### src/rtl/systolic_pkg.sv
// systolic_pkg: shared types and sizing helpers for the systolic array datapath.
package systolic_pkg;
  typedef enum logic [1:0] {IDLE, STREAM, DONE} streamerStateType;
  function automatic int minFifoDepth(input int readLatency);
    return readLatency + 1;
  endfunction
endpackage

### src/rtl/dff.sv
// dff: plain synchronous-reset register cell.
module dff #(
  parameter int width = 1
) (
  input  logic             clk,
  input  logic             rst,
  input  logic [width-1:0] d,
  output logic [width-1:0] q
);
  always_ff @(posedge clk) q <= rst ? '0 : d;
endmodule

### src/rtl/stream_fifo.sv
// stream_fifo: small circular FIFO with synchronous flush; push and pop may coincide.
module stream_fifo #(
  parameter int dataWidth = 32,
  parameter int fifoDepth = 2
) (
  input  logic                           clk,
  input  logic                           rst,
  input  logic                           push,
  input  logic [dataWidth-1:0]           pushData,
  input  logic                           pop,
  input  logic                           flush,
  output logic [dataWidth-1:0]           head,
  output logic                           empty,
  output logic                           full,
  output logic [$clog2(fifoDepth+1)-1:0] count
);
  localparam int pw = fifoDepth > 1 ? $clog2(fifoDepth) : 1;
  localparam int cw = $clog2(fifoDepth + 1);
  logic [dataWidth-1:0] mem [fifoDepth];
  logic [pw-1:0] rdPtr, wrPtr;
  logic wr, rd;
  function automatic logic [pw-1:0] nextPtr(input logic [pw-1:0] p);
    return p == pw'(fifoDepth - 1) ? '0 : p + 1'b1;
  endfunction
  assign empty = count == '0;
  assign full = count == cw'(fifoDepth);
  assign wr = push && (!full || pop);
  assign rd = pop && !empty;
  assign head = mem[rdPtr];
  always_ff @(posedge clk) if (wr) mem[wrPtr] <= pushData;
  always_ff @(posedge clk) begin
    if (rst || flush) begin
      rdPtr <= '0;
      wrPtr <= '0;
      count <= '0;
    end else begin
      wrPtr <= wr ? nextPtr(wrPtr) : wrPtr;
      rdPtr <= rd ? nextPtr(rdPtr) : rdPtr;
      count <= count + cw'(wr) - cw'(rd);
    end
  end
endmodule

### src/rtl/axis_result_streamer.sv
// axis_result_streamer: drains the result memory onto M_AXIS with credit-limited reads
// and a small output FIFO absorbing read latency and back-pressure.
module axis_result_streamer
  import systolic_pkg::*;
#(
  parameter int words = 2,
  parameter int dataWidth = 32,
  parameter int addressWidth = words > 1 ? $clog2(words) : 1,
  parameter int readLatency = 1,
  parameter int fifoDepth = minFifoDepth(readLatency)
) (
  input  logic                    clk,
  input  logic                    rst,
  input  logic                    start,
  input  logic                    abort,
  output logic                    readEnable,
  output logic [addressWidth-1:0] readAddress,
  input  logic [dataWidth-1:0]    readData,
  output logic                    M_AXIS_TVALID,
  input  logic                    M_AXIS_TREADY,
  output logic [dataWidth-1:0]    M_AXIS_TDATA,
  output logic                    M_AXIS_TLAST,
  output logic                    busy,
  output logic                    done
);
  localparam int cw = $clog2(words + 1);
  localparam int fw = $clog2(fifoDepth + 1);
  localparam int iw = $clog2(readLatency + 1);
  streamerStateType state, nextState;
  logic [cw-1:0] issueCount, beatCount;
  logic [readLatency-1:0] pipeValid;
  logic [iw-1:0] inFlight;
  logic [fw-1:0] fifoCount;
  logic [dataWidth-1:0] fifoHead;
  logic fifoEmpty, fifoFull, accept, handshake, lastBeat, creditOk, issue;
  assign accept = state == IDLE && start && !abort;
  assign handshake = M_AXIS_TVALID && M_AXIS_TREADY;
  assign lastBeat = beatCount == cw'(words - 1);
  // A pop this cycle frees its slot in time for the new read, giving full throughput.
  assign creditOk = int'(inFlight) + int'(fifoCount) - int'(handshake) < fifoDepth;
  assign issue = !abort && creditOk && (accept || (state == STREAM && issueCount < cw'(words)));
  assign readEnable = issue;
  assign M_AXIS_TVALID = !fifoEmpty;
  assign M_AXIS_TDATA = fifoEmpty ? '0 : fifoHead;
  assign M_AXIS_TLAST = !fifoEmpty && lastBeat;
  always_comb begin
    inFlight = '0;
    for (int i = 0; i < readLatency; i++) inFlight = inFlight + iw'(pipeValid[i]);
  end
  always_comb
    nextState = abort ? IDLE
      : state == IDLE ? (start ? STREAM : IDLE)
      : state == STREAM ? (handshake && lastBeat ? DONE : STREAM)
      : IDLE;
  always_ff @(posedge clk) begin
    if (rst) begin
      state <= IDLE;
      issueCount <= '0;
      beatCount <= '0;
      readAddress <= '0;
      busy <= 1'b0;
      done <= 1'b0;
    end else begin
      state <= nextState;
      busy <= nextState == STREAM;
      done <= nextState == DONE;
      issueCount <= abort ? '0 : issue ? (accept ? '0 : issueCount) + 1'b1 : issueCount;
      readAddress <= abort ? '0
        : !issue ? readAddress
        : readAddress == addressWidth'(words - 1) ? '0
        : readAddress + 1'b1;
      beatCount <= abort || accept ? '0 : handshake ? beatCount + 1'b1 : beatCount;
    end
  end
  for (genvar i = 0; i < readLatency; i++) begin : genPipe
    if (i == 0) begin : genFirst
      dff validStage (.clk(clk), .rst(rst), .d(issue), .q(pipeValid[0]));
    end else begin : genNext
      dff validStage (.clk(clk), .rst(rst), .d(pipeValid[i-1] && !abort), .q(pipeValid[i]));
    end
  end
  stream_fifo #(.dataWidth(dataWidth), .fifoDepth(fifoDepth)) outFifo (
    .clk(clk),
    .rst(rst),
    .push(pipeValid[readLatency-1]),
    .pushData(readData),
    .pop(handshake),
    .flush(abort),
    .head(fifoHead),
    .empty(fifoEmpty),
    .full(fifoFull),
    .count(fifoCount)
  );
  noOverflow: assert property (@(posedge clk) disable iff (rst)
    !(pipeValid[readLatency-1] && fifoFull && !handshake && !abort));
endmodule

### config.mk
export PLATFORM = sky130hd
export DESIGN_NAME = axis_result_streamer
export DESIGN_NICKNAME = d
export VERILOG_FILES = /design/src/rtl/systolic_pkg.sv /design/src/rtl/dff.sv /design/src/rtl/stream_fifo.sv /design/src/rtl/axis_result_streamer.sv
export SDC_FILE = /design/constraint.sdc
export NUM_CORES = 1
export LEC_CHECK = 0
export CAP_MARGIN = 20
export CORE_MARGIN = 2
export CORE_UTILIZATION = 45
export CTS_CLUSTER_DIAMETER = 30
export DETAILED_ROUTE_END_ITERATION = 10
export HOLD_SLACK_MARGIN = 0.1
export PLACE_DENSITY = 0.82
export SKIP_LAST_GASP = 1
export SYNTH_ARGS = -nofsm -noshare
export SYNTH_HDL_FRONTEND = slang
export SYNTH_SLANG_ARGS = --single-unit
### constraint.sdc
create_clock -name clk -period 3.6 [get_ports clk]
set_clock_uncertainty 0.1 [all_clocks]
set_input_delay 0.54 -clock clk [delete_from_list [all_inputs] [get_ports clk]]
set_output_delay 0.54 -clock clk [all_outputs]
set_load 0.1 [all_outputs]
==> flow_metrics.tcl <==
set metrics [dict create \
    drt-total-wl_um 5710 \
    die_h_um 87.2 \
    setup_tns_ns 0 \
    row_count 30 \
    fill_cells 533 \
    rsz0062_at_grt "no" \
    drc 0 \
    tightest_slew_ns 0.984 \
    max_freq_mhz 297 \
    period_needed_ns 3.37 \
    path_class "reg -> out" \
    nets 341 \
    cts.clk_slew.worst_paths_ns 0.08 \
    slew_headroom_pct 34.2 \
    synthTopCellsByArea "edfxtp_1, mux2i_1, dfxtp_1" \
    cts_buffers 9 \
    area_growth_pct 33.2 \
    vdd_ir_drop_max_v 0.000213 \
    whs_ns 0.381 \
    critPathLaunchType "flip-flop" \
    yosysSeqAreaShare_pct 71.3 \
    grt_max_degree 26 \
    core_mm2 0.00676 \
    grt_util_all_layers_pct 15.5 \
    placedCellCount 366 \
    n_antenna_cell 0 \
    synth_ff_type "edfxtp_1" \
    hpwlAfterDp_um 3960 \
    fin_cells 385 \
    yosysTopAreaCell "edfxtp_1" \
    ys_ff_latch 79 \
    first_global_vias 1928 \
    antenna_found_initial 0 \
    drt_iter0_drc 69 \
    slew_viol_final 0 \
    finalCritPeriodShare_pct 93.7 \
    grt_pass1_wl_um 8790 \
    gp_congestion 0.806 \
    vias 1902 \
    hold_viol 0 \
    worstPathMaxFanout 7 \
    grt_overflow_total 0 \
    ys_async_sr_fraction_pct 0 \
    dieWidth_um 87.2 \
    ant_nets 0 \
    syn_inst 217 \
    synth_top_area_share_pct 61.6 \
    synth_edf_count 64 \
    start_util_pct 46.1 \
    syn_area_per_cell_um2 14.4 \
    io_pins 75 \
    cts_max_level 3 \
    cp.arrival_ns 2.73 \
    post_drt_wl_per_cell_um 14.8 \
    synth_common_cells "edfxtp_1, nor2_1, mux2i_1" \
    crit_path_end_kind "output pin" \
    ctsRootBufferMaster "clkbuf_8" \
    hp-class "reg -> reg" \
    die_area_mm2 0.00761 \
    port_buffers 74 \
    clk_latency_ns 0.33 \
    post_drt_via_cell_ratio 4.94 \
    drive_gt1_share_pct 18.0 \
    synth_cell_types 35 \
    status "finished, final reports clean" \
    p_leak_nw 1.44 \
    reg2reg_depth 9 \
    syn_area_mm2 0.00312 \
    yosysWarnings 0 \
    min_delay_path_depth 2 \
    cap_viol_max_count 0 \
    clock_path_buffers 2 \
    cts_sinks 79 \
    dr.pass1.iters 4 \
    yosysMostFrequentCell "edfxtp_1" \
    setup_violations 0 \
    syn_nets 258 \
    cts_tree "yes" \
    power_density_mw_per_mm2 450 \
    crit_required_ns 2.96 \
]
[kinds of logic after synthesis]
family | synth area share (%)
adders and majority gates | 1.85
xor gates and xnor gates | 1.40
AOI/OAI and AO/OA | 2.53
buffers and inverters | 2.45
DFF | 71.3
and+or+nand+nor | 9.91
muxes | 10.6
[layout make-up]
type | count | area (um^2) | share of cell area (%)
Clock buffer | 10 | 128 | 3.07
Tap cell | 80 | 100 | 2.41
Multi-Input combinational cell | 119 | 835 | 20.1
Timing Repair Buffer | 82 | 773 | 18.6
Clock inverter | 6 | 61.3 | 1.48
Inverter | 9 | 33.8 | 0.813
Sequential cell | 79 | 2220 | 53.5
[per-layer routing]
layer | track usage (%) | vias to the layer above | part of all wire (%)
met4 | 6.71 | 0 | 1.1
met5 | 0 | - | 0
met1 | 17.7 | 900 | 42
met2 | 27.2 | 49 | 51
met3 | 4.17 | 7 | 6.0
li1 | - | 946 | -
[path summary, 6_finish.rpt]
kind                                             startpoint                    endpoint  slack [ns]
worst max register to register  outFifo.count[1]$_SDFF_PP0_  issueCount[1]$_SDFFE_PP0P_        0.77
worst min register to register     readAddress$_SDFFE_PP0P_    readAddress$_SDFFE_PP0P_        0.38
worst max-delay path            outFifo.count[1]$_SDFF_PP0_                  readEnable        0.23
worst min-delay path               readAddress$_SDFFE_PP0P_    readAddress$_SDFFE_PP0P_        0.38
[cell usage in the layout (no fill, tap or decap), drive strengths merged, types with 2 or more instances in the layout]
master,instances
mux2i,33
and2,2
inv,9
clkinv,2
clkdlybuf4s50,46
nor2,41
clkinvlp,3
edfxtp,64
xnor2,4
ha,3
or3,2
and4,2
nand2b,2
a31oi,2
dfxtp,15
buf,35
clkbuf,10
o21ai,3
nor3,2
a211oi,2
nand2,4
nor2b,2
[per-stage QoR]
stage / power, mW / area (um^2) / utilization, % / setup WS, ns
5_1_grt: 1.94 / 4150 / 61.5 / 0.105
4_1_cts: 1.89 / 4130 / 61.1 / 0.0170
3_3_place_gp: 1.27 / 3940 / 58.3 / 0.0651
3_5_place_dp: 1.27 / 3940 / 58.3 / 0.0301
2_1_floorplan: 1.18 / 3130 / - / 0.0533
6_report: 1.87 / 4150 / 61.5 / 0.228
[flip-flops by register name, indices dropped and copies added, names as in the netlist, named ones only]
register                       cells
state                              2
outFifo.mem                       64
done                               1
outFifo.count                      2
readAddress                        1
busy                               1
genPipe.genFirst.validStage.q      1
outFifo.wrPtr                      1
outFifo.rdPtr                      1
issueCount                         2
beatCount                          2
[timing repair]
action                     CTS  global route
resized for setup            0             2
setup endpoints to repair    0             1
setup buffers                0             3
hold buffers                 0             0
[power by group]
group	leakage, nW	internal (mW)	switching [mW]
clock network	0.0859	0.317	0.300
logic	0.652	0.0812	0.157
registers	0.703	1.01	0.00806
[worst max-delay path: stages, from the launching register on]
cell and delay, ns:
dfxtp_1 0.48, o21a_1 0.17, ha_1 0.23, inv_2 0.06, nand2_1 0.06, fa_1 0.47
or3b_4 0.40, a211oi_4 0.30, buf_12 0.21
(Power assumes the default switching activity.)
